[src/rtl/instr_fetch_queue_if.sv]
// Fetch-unit boundary: instruction-memory read port, redirect/enable controls and decode-side valid/ready.
// master = fetch queue, slave = surrounding pipeline and memory.
interface instr_fetch_queue_if #(
    parameter int ADDR_W  = 8,
    parameter int INSTR_W = 16,
    parameter int DEPTH   = 4
);
    localparam int CNT_W = $clog2(DEPTH) + 1;

    logic               fetch_en;
    logic               redirect_valid;
    logic [ADDR_W-1:0]  redirect_pc;
    logic               imem_en;
    logic [ADDR_W-1:0]  imem_addr;
    logic [INSTR_W-1:0] imem_rdata;
    logic               out_valid;
    logic [INSTR_W-1:0] out_instr;
    logic [ADDR_W-1:0]  out_pc;
    logic               out_ready;
    logic [CNT_W-1:0]   occupancy;

    modport master (
        input  fetch_en, redirect_valid, redirect_pc, imem_rdata, out_ready,
        output imem_en, imem_addr, out_valid, out_instr, out_pc, occupancy
    );

    modport slave (
        output fetch_en, redirect_valid, redirect_pc, imem_rdata, out_ready,
        input  imem_en, imem_addr, out_valid, out_instr, out_pc, occupancy
    );
endinterface

[src/rtl/instr_fetch_queue.sv]
// Instruction fetch front end: issues reads to a 1-cycle synchronous imem and queues {instr, pc} for decode.
// Head visible 2 cycles after issue; fetch stalls when queued + in-flight entries reach DEPTH.
module instr_fetch_queue #(
    parameter int ADDR_W  = 8,
    parameter int INSTR_W = 16,
    parameter int DEPTH   = 4
) (
    input logic                clk,
    input logic                reset,
    instr_fetch_queue_if.master bus
);
    localparam int PTR_W = $clog2(DEPTH);
    localparam int CNT_W = PTR_W + 1;

    typedef struct packed {
        logic [INSTR_W-1:0] instr;
        logic [ADDR_W-1:0]  pc;
    } entry_t;

    logic [ADDR_W-1:0] pc_q, pc_d;
    logic [ADDR_W-1:0] inflight_pc_q, inflight_pc_d;
    logic              inflight_q, inflight_d;
    logic [CNT_W-1:0]  count_q, count_d;
    logic [PTR_W-1:0]  rd_ptr_q, rd_ptr_d;
    logic [PTR_W-1:0]  wr_ptr_q, wr_ptr_d;
    entry_t            mem_q [DEPTH];

    logic [CNT_W:0] pending;
    logic           credit;
    logic           issue;
    logic           push;
    logic           pop;

    // An in-flight read already owns a slot, so it is counted before issuing another.
    assign pending = {1'b0, count_q} + {{CNT_W{1'b0}}, inflight_q};
    assign credit  = pending < (CNT_W + 1)'(DEPTH);
    assign issue   = bus.fetch_en & ~bus.redirect_valid & ~reset & credit;
    assign push    = inflight_q & ~bus.redirect_valid & ~reset;
    assign pop     = (count_q != '0) & bus.out_ready & ~bus.redirect_valid;

    always_comb begin
        pc_d          = pc_q;
        inflight_pc_d = inflight_pc_q;
        inflight_d    = issue;
        count_d       = count_q;
        rd_ptr_d      = rd_ptr_q;
        wr_ptr_d      = wr_ptr_q;
        if (bus.redirect_valid) begin
            pc_d       = bus.redirect_pc;
            inflight_d = 1'b0;
            count_d    = '0;
            rd_ptr_d   = '0;
            wr_ptr_d   = '0;
        end else begin
            if (issue) begin
                pc_d          = pc_q + ADDR_W'(1);
                inflight_pc_d = pc_q;
            end
            if (push) wr_ptr_d = wr_ptr_q + PTR_W'(1);
            if (pop)  rd_ptr_d = rd_ptr_q + PTR_W'(1);
            case ({push, pop})
                2'b10:   count_d = count_q + CNT_W'(1);
                2'b01:   count_d = count_q - CNT_W'(1);
                default: count_d = count_q;
            endcase
        end
    end

    always_ff @(posedge clk) begin
        if (reset) begin
            pc_q          <= '0;
            inflight_pc_q <= '0;
            inflight_q    <= 1'b0;
            count_q       <= '0;
            rd_ptr_q      <= '0;
            wr_ptr_q      <= '0;
        end else begin
            pc_q          <= pc_d;
            inflight_pc_q <= inflight_pc_d;
            inflight_q    <= inflight_d;
            count_q       <= count_d;
            rd_ptr_q      <= rd_ptr_d;
            wr_ptr_q      <= wr_ptr_d;
        end
    end

    // Storage needs no reset: only entries below count_q are ever observed.
    always_ff @(posedge clk) begin
        if (push) mem_q[wr_ptr_q] <= '{instr: bus.imem_rdata, pc: inflight_pc_q};
    end

    assign bus.imem_en   = issue;
    assign bus.imem_addr = pc_q;
    assign bus.out_valid = (count_q != '0);
    assign bus.out_instr = mem_q[rd_ptr_q].instr;
    assign bus.out_pc    = mem_q[rd_ptr_q].pc;
    assign bus.occupancy = count_q;
endmodule

[src/flat_wrapper.sv]
// flat-port wrapper written by rule: the top's interface ports become plain ports
module instr_fetch_queue_flat 
#(
    parameter int ADDR_W  = 8,
    parameter int INSTR_W = 16,
    parameter int DEPTH   = 4
)
  (clk, reset, bus_fetch_en, bus_redirect_valid, bus_redirect_pc, bus_imem_rdata, bus_out_ready, bus_imem_en, bus_imem_addr, bus_out_valid, bus_out_instr, bus_out_pc, bus_occupancy);
  instr_fetch_queue_if #(.ADDR_W(ADDR_W), .INSTR_W(INSTR_W), .DEPTH(DEPTH)) bus_i ();
  input logic clk;
  input logic reset;
  input wire logic [$bits(bus_i.fetch_en)-1:0] bus_fetch_en;
  input wire logic [$bits(bus_i.redirect_valid)-1:0] bus_redirect_valid;
  input wire logic [$bits(bus_i.redirect_pc)-1:0] bus_redirect_pc;
  input wire logic [$bits(bus_i.imem_rdata)-1:0] bus_imem_rdata;
  input wire logic [$bits(bus_i.out_ready)-1:0] bus_out_ready;
  output wire logic [$bits(bus_i.imem_en)-1:0] bus_imem_en;
  output wire logic [$bits(bus_i.imem_addr)-1:0] bus_imem_addr;
  output wire logic [$bits(bus_i.out_valid)-1:0] bus_out_valid;
  output wire logic [$bits(bus_i.out_instr)-1:0] bus_out_instr;
  output wire logic [$bits(bus_i.out_pc)-1:0] bus_out_pc;
  output wire logic [$bits(bus_i.occupancy)-1:0] bus_occupancy;
  assign bus_i.fetch_en = bus_fetch_en;
  assign bus_i.redirect_valid = bus_redirect_valid;
  assign bus_i.redirect_pc = bus_redirect_pc;
  assign bus_i.imem_rdata = bus_imem_rdata;
  assign bus_i.out_ready = bus_out_ready;
  assign bus_imem_en = bus_i.imem_en;
  assign bus_imem_addr = bus_i.imem_addr;
  assign bus_out_valid = bus_i.out_valid;
  assign bus_out_instr = bus_i.out_instr;
  assign bus_out_pc = bus_i.out_pc;
  assign bus_occupancy = bus_i.occupancy;
  instr_fetch_queue #(.ADDR_W(ADDR_W), .INSTR_W(INSTR_W), .DEPTH(DEPTH)) u_core (.clk(clk), .reset(reset), .bus(bus_i));
endmodule
[config.mk]
export PLATFORM = sky130hd
export DESIGN_NAME = instr_fetch_queue_flat
export DESIGN_NICKNAME = d
export VERILOG_FILES = /design/src/rtl/instr_fetch_queue_if.sv /design/src/rtl/instr_fetch_queue.sv /design/src/flat_wrapper.sv
export SDC_FILE = /design/constraint.sdc
export NUM_CORES = 1
export LEC_CHECK = 0
export ABC_AREA = 1
export CORE_MARGIN = 5
export CORE_UTILIZATION = 55
export DETAILED_ROUTE_END_ITERATION = 8
export PLACE_DENSITY_LB_ADDON = 0.08
export SETUP_SLACK_MARGIN = 0.3
export SYNTH_ARGS = -nofsm -noshare
export SYNTH_HDL_FRONTEND = slang
export SYNTH_SLANG_ARGS = --single-unit
[constraint.sdc]
create_clock -name clk -period 6.1 [get_ports clk]
set_input_delay 1.22 -clock clk [delete_from_list [all_inputs] [get_ports clk]]
set_output_delay 1.22 -clock clk [all_outputs]
set_load 0.01 [all_outputs]
; ---- After elaboration in Yosys (flattened, before gate mapping)
; Memory sizes are Yosys's and may differ from the RTL's. A register that Yosys moved wholly into a read port is not among the register bits.
; Index checks and enable logic that the tools add are counted.
[word_totals]
output_inout_bits = 37
memories = 1
ramBits = 96
ff_bits = 24
elab_cells = 37
in_bits = 29
[memory_table]
columns = memory, words, word_bits, rd, rd_ports_with_merged_regs, write_ports, line_no
row1 = u_core.mem_q, 4, 24, 1, 1, 1, instr_fetch_queue.sv:26  ; entry_t mem_q [DEPTH];
[op_classes]
n_eq_ne = 2
n_bitwise = 9
addsub = 6
muxes = 7
reduce_logical = 5
magnitude_cmp = 1
[op_table]
columns = op, count
row1 = $mux W8, 2
row2 = $add A8 B1 Y8 const B, 1
row3 = $and A1 B1 Y1, 7
row4 = $pmux W3 S2, 1
row5 = $add A2 B1 Y2 const B, 2
row6 = $add A3 B1 Y4, 1
row7 = $lt A4 B3 Y1 const B, 1
row8 = $mux W2, 2
row9 = $reduce_bool A2 Y1, 2
row10 = $add A3 B1 Y3 const B, 1
row11 = $reduce_bool A3 Y1, 1
row12 = $sub A3 B1 Y3 const B, 1
row13 = $eq A2 B1 Y1 const B, 1
row14 = $eq A2 B2 Y1 const B, 1
row15 = $mux W1, 2
row16 = $not A1 Y1, 2
row17 = $reduce_and A2 Y1, 1
row18 = $reduce_or A2 Y1, 1

; ---- Depth between registers and ports, before layout
[depth]
word_depth = 6
depth_mapped = 11

; ---- Worst setup path after synthesis
; No wires, ideal clock.
[synth_timing]
path_type = input -> register
start = input port bus_redirect_valid
end = memory u_core.mem_q[0][0] (netlist bit), enable pin
cell_stages = 4
t_required_ns = 5.695
arrival_time_ns = 2.610
path_slack_ns = 3.085
n_path_buf = 1
setup_time_ns = 0.405
path_cell_list = buf_6 > nor2_8 > nand2_1 > nor2_1
[synth_between]
elab_chain_cells = 5
[synth_lines]
columns = element, line_no
row1 = start: declaration, flat_wrapper.sv:13  ; input wire logic [$bits(bus_i.redirect_valid)-1:0] bus_redirect_valid;
row2 = $not A1 Y1, instr_fetch_queue.sv:38  ; assign push = inflight_q & ~bus.redirect_valid & ~reset;
row3 = $and A1 B1 Y1 (2 in a row), instr_fetch_queue.sv:38
row4 = $mux W1, instr_fetch_queue.sv:89  ; if (push) mem_q[wr_ptr_q] <= '{instr: bus.imem_rdata, pc: inflight_pc_q};
row5 = $mux W1 (not written as such), instr_fetch_queue.sv:89
row6 = end: declaration, instr_fetch_queue.sv:26
; Every way passes these cells.

; ---- Final worst setup path
[layout_timing]
start = input port reset
end = output port bus_imem_en
[layout_between]
elab_chain_cells = 3
[layout_lines]
columns = element, line_no
row1 = start: declaration, flat_wrapper.sv:11  ; input logic reset;
row2 = $not A1 Y1, instr_fetch_queue.sv:37  ; assign issue = bus.fetch_en & ~bus.redirect_valid & ~reset & credit;
row3 = $and A1 B1 Y1 (2 in a row), instr_fetch_queue.sv:37
row4 = end: declaration, flat_wrapper.sv:17  ; output wire logic [$bits(bus_i.imem_en)-1:0] bus_imem_en;
; Every way passes these cells.

==> summary.log <==
[run_status] outcome complete, no violations
[finish] number of nets in the layout 519
[synth] xor and xnor fraction of the mapped netlist area 0.720%
[critical_path] Data arrival, critical path 3.14 ns
[critical_path] capturing element type of the critical path primary output
[drt] mean number of vias per cell 5.38
[placement] global placement routability congestion 0.815
[cts] Worst-Skew Late Latency 0.51 ns
[synth] Most used DFF post-synth sky130_fd_sc_hd__edfxtp_1
[cts] post-cts repair resize count 0
[drt] detailed-routing iteration count for the pre-antenna-repair pass 6
[drt] Remaining DRCs 0
[cts] number of hold buffers added after cts 0
[synth] distinct cell type count of the synthesized netlist 25
[synth] sequential element share of the synthesized area 70.0%
[synth] simple-gate portion of the synthesized area 11.7%
[synth] Post-Synth Adder-Cell Area 1.96%
[power_and_ir_drop] peak ir drop on the vdd network 0.215 mV
[cts] CTS sink cnt 122
[grt] global-route wire length before repair 16200 um
[sta] setup violation total in the final timing report 0
[floorplan] die width 104 um
[cts] clock tree from TritonCTS yes
[synth] total nets after synthesis 448
[floorplan] Die Area 10800 um^2
[placement] port bufs 65
[finish] core utilization of the finished layout 70.9%
[cts] Clock Pin Slew Worst Setup and Hold Paths 0.06 ns
[sta] number of endpoints with negative hold slack in the final report 0
[synth] Yosys warnings 0
[grt] final global-route overflow total 0
[drt] count of vias placed by the detailed router 3248
[sta] total negative slack 0 ns
[sta] transition time at the pin with the least slew margin 0.936 ns
[synth] EDFF count, synth 96
[placement] pre-CTS setup slack 1.73 ns
[job] max cap viols 0
[grt] maximum number of pins on one net before global-route repair 50
[finish] ratio of cells with drive above 1 in the final layout 9.27%
[grt] GR Util All Layers 19.1%
[sta] clock period minus worst slack 4.36 ns
[floorplan] floorplan die height 104 um
[synth] summed instance area of the synthesized netlist 4860 um^2
[sta] unrepaired setup endpoints after global routing no
[floorplan] std cell rows 34
[finish] diodes inserted 0
[floorplan] Top Ports 66
[critical_path] setup slack, reg-to-reg 3.98 ns
[sta] setup ws final 1.74 ns
[power_and_ir_drop] total power 1.92 mW
[drt] number of antenna-violating nets in the routed design 0
[drt] wirelength, routed 9850 um
[sta] Peak Freq 230 MHz
[critical_path] critical setup path kind primary input to primary output
[cts] number of CTS-inserted buffers 17
[drt] Wirelength per Cell 16.3 um
[floorplan] area of the core 8680 um^2
[cts] post-CTS repair timing setup buffer count 0
[synth] main combinational cell family by area after synthesis simple AND/OR/NAND/NOR gates
[drt] 1st-iter DRT viols 167
[synth] asr flop ratio synth 0%
[sta] final period utilization 71.4%
[finish] filler cell count 655
[synth] Seq cells post-synth 122
[synth] mean instance size in the synthesized netlist 11.8 um^2
[cts] CTS root buffer sky130_fd_sc_hd__clkbuf_8
[critical_path] critical path required time 4.88 ns
[synth] post-synthesis compound-gate area fraction 11.1%
[placement] Detail Placement HPWL 5620 um
[synth] count of mapped cells out of synthesis 412
[power_and_ir_drop] power per cell area 312 nW/um^2
[finish] synthesis-to-layout area growth 26.5%
[grt] vias in the first global route 3315
[critical_path] largest fanout of any net on the critical path 17
[cts] Max clock buf depth 2
[cts] H-tree depth reported by CTS 4
[hold_path] Hold WC Path Type register to register
[critical_path] kind of start point of the critical path primary input
[power_and_ir_drop] leakage component of the power 2.14 nW
[synth] mux contribution to synthesized area 0%
[sta] worst setup skew after layout 0.00565 ns
[floorplan] initial core utilization 56.0%
[grt] number of antenna violations at the first check in global routing 0
[sta] worst slew slack as a fraction of its limit 37.5%
[sta] final max-slew violation count 0
[worst max-delay path: stages]
cell and delay (ns):
sky130_fd_sc_hd__clkdlybuf4s50_1 0.69, sky130_fd_sc_hd__nor2_8 0.25, sky130_fd_sc_hd__nand3_4 0.20, sky130_fd_sc_hd__inv_4 0.20, sky130_fd_sc_hd__clkdlybuf4s50_1 0.57
[sequential cells by signal, summed over array words and instances (netlist names), named ones only]
register              count
u_core.rd_ptr_q           2
u_core.bus.occupancy      3
u_core.wr_ptr_q           2
u_core.inflight_q         1
u_core.mem_q             96
u_core.bus.imem_addr      8
u_core.inflight_pc_q      8
[metrics by stage]
stage | cells | hold WS (ns) | area, um^2
detailed placement | 572 | 0.491 | 5590
floorplan | 412 | 0.455 | 4860
global route | 604 | 0.531 | 6150
global placement | 572 | 0.486 | 5590
finish | 604 | 0.506 | 6150
CTS | 604 | 0.504 | 6150
[cells by family after synthesis]
| logic type | count (synthesis) |
|---|---|
| XOR/XNOR | 4 |
| flip-flops | 122 |
| buffers and inverters | 46 |
| adder cells (fa/ha/maj) | 7 |
| AND/OR/NAND/NOR | 133 |
| AO/OA/AOI/OAI | 100 |
[Yosys cell counts (all sizes together), types with 2 or more instances]
cell,count,share of area (%)
clkbuf,8,0.62
dfxtp,26,11
o22ai,24,3.1
nor2,77,6.6
a21oi,16,1.7
nand3,16,2.0
o21ai,58,6.0
inv,27,2.1
ha,6,1.5
xor2,2,0.36
edfxtp,96,59
nand2,39,3.0
buf,11,1.8
xnor2,2,0.36
[cells in the final DEF (no fill, tap or decap), types with 2 or more instances in the layout]
| cell | count |
|---|---|
| sky130_fd_sc_hd__buf_4 | 6 |
| sky130_fd_sc_hd__clkinv_4 | 3 |
| sky130_fd_sc_hd__nor2_1 | 71 |
| sky130_fd_sc_hd__clkbuf_16 | 16 |
| sky130_fd_sc_hd__clkdlybuf4s50_1 | 65 |
| sky130_fd_sc_hd__a21oi_1 | 15 |
| sky130_fd_sc_hd__nor2_8 | 2 |
| sky130_fd_sc_hd__o21ai_1 | 3 |
| sky130_fd_sc_hd__nand3_1 | 14 |
| sky130_fd_sc_hd__dfxtp_1 | 26 |
| sky130_fd_sc_hd__clkinv_2 | 2 |
| sky130_fd_sc_hd__o22ai_1 | 24 |
| sky130_fd_sc_hd__inv_6 | 2 |
| sky130_fd_sc_hd__o21ai_0 | 55 |
| sky130_fd_sc_hd__clkinvlp_4 | 4 |
| sky130_fd_sc_hd__ha_1 | 6 |
| sky130_fd_sc_hd__bufinv_16 | 2 |
| sky130_fd_sc_hd__xnor2_1 | 2 |
| sky130_fd_sc_hd__clkinv_1 | 2 |
| sky130_fd_sc_hd__xor2_1 | 2 |
| sky130_fd_sc_hd__nand2_1 | 39 |
| sky130_fd_sc_hd__inv_1 | 26 |
| sky130_fd_sc_hd__edfxtp_1 | 96 |
| sky130_fd_sc_hd__nor2_2 | 4 |
[report_power, final]
group	switching [mW]	internal, mW	leakage (nW)	total (mW)
clock network	0.364	0.579	0.266	0.944
registers	0.00880	0.902	1.06	0.911
logic	0.0311	0.0344	0.821	0.0655
[routing by layer]
metal / routed length, um / up-vias / track usage [%]
met5: 0 / - / 0
met4: 73 / 0 / 5.55
met3: 550 / 9 / 7.88
met2: 4810 / 94 / 31.0
met1: 4410 / 1549 / 23.4
li1: - / 1596 / -
[worst paths after layout]
path,start,end,cells after the start
setup / recovery,reset,bus_imem_en,5
hold reg to reg,u_core.inflight_pc_q[0],u_core.mem_q[0][0],0
hold / removal,u_core.inflight_pc_q[0],u_core.mem_q[0][0],0
setup reg to reg,u_core.bus.occupancy[2],u_core.bus.occupancy[2],11
[cell type report]
type	instances	area (um^2)	share of cell area, %
Inverter	27	104	1.69
Clock inverter	15	151	2.46
Timing Repair Buffer	71	696	11.3
Sequential cell	122	3400	55.3
Clock buffer	17	414	6.73
Tap cell	108	135	2.20
Multi-Input combinational cell	244	1250	20.3
(Power assumes the default switching activity.)
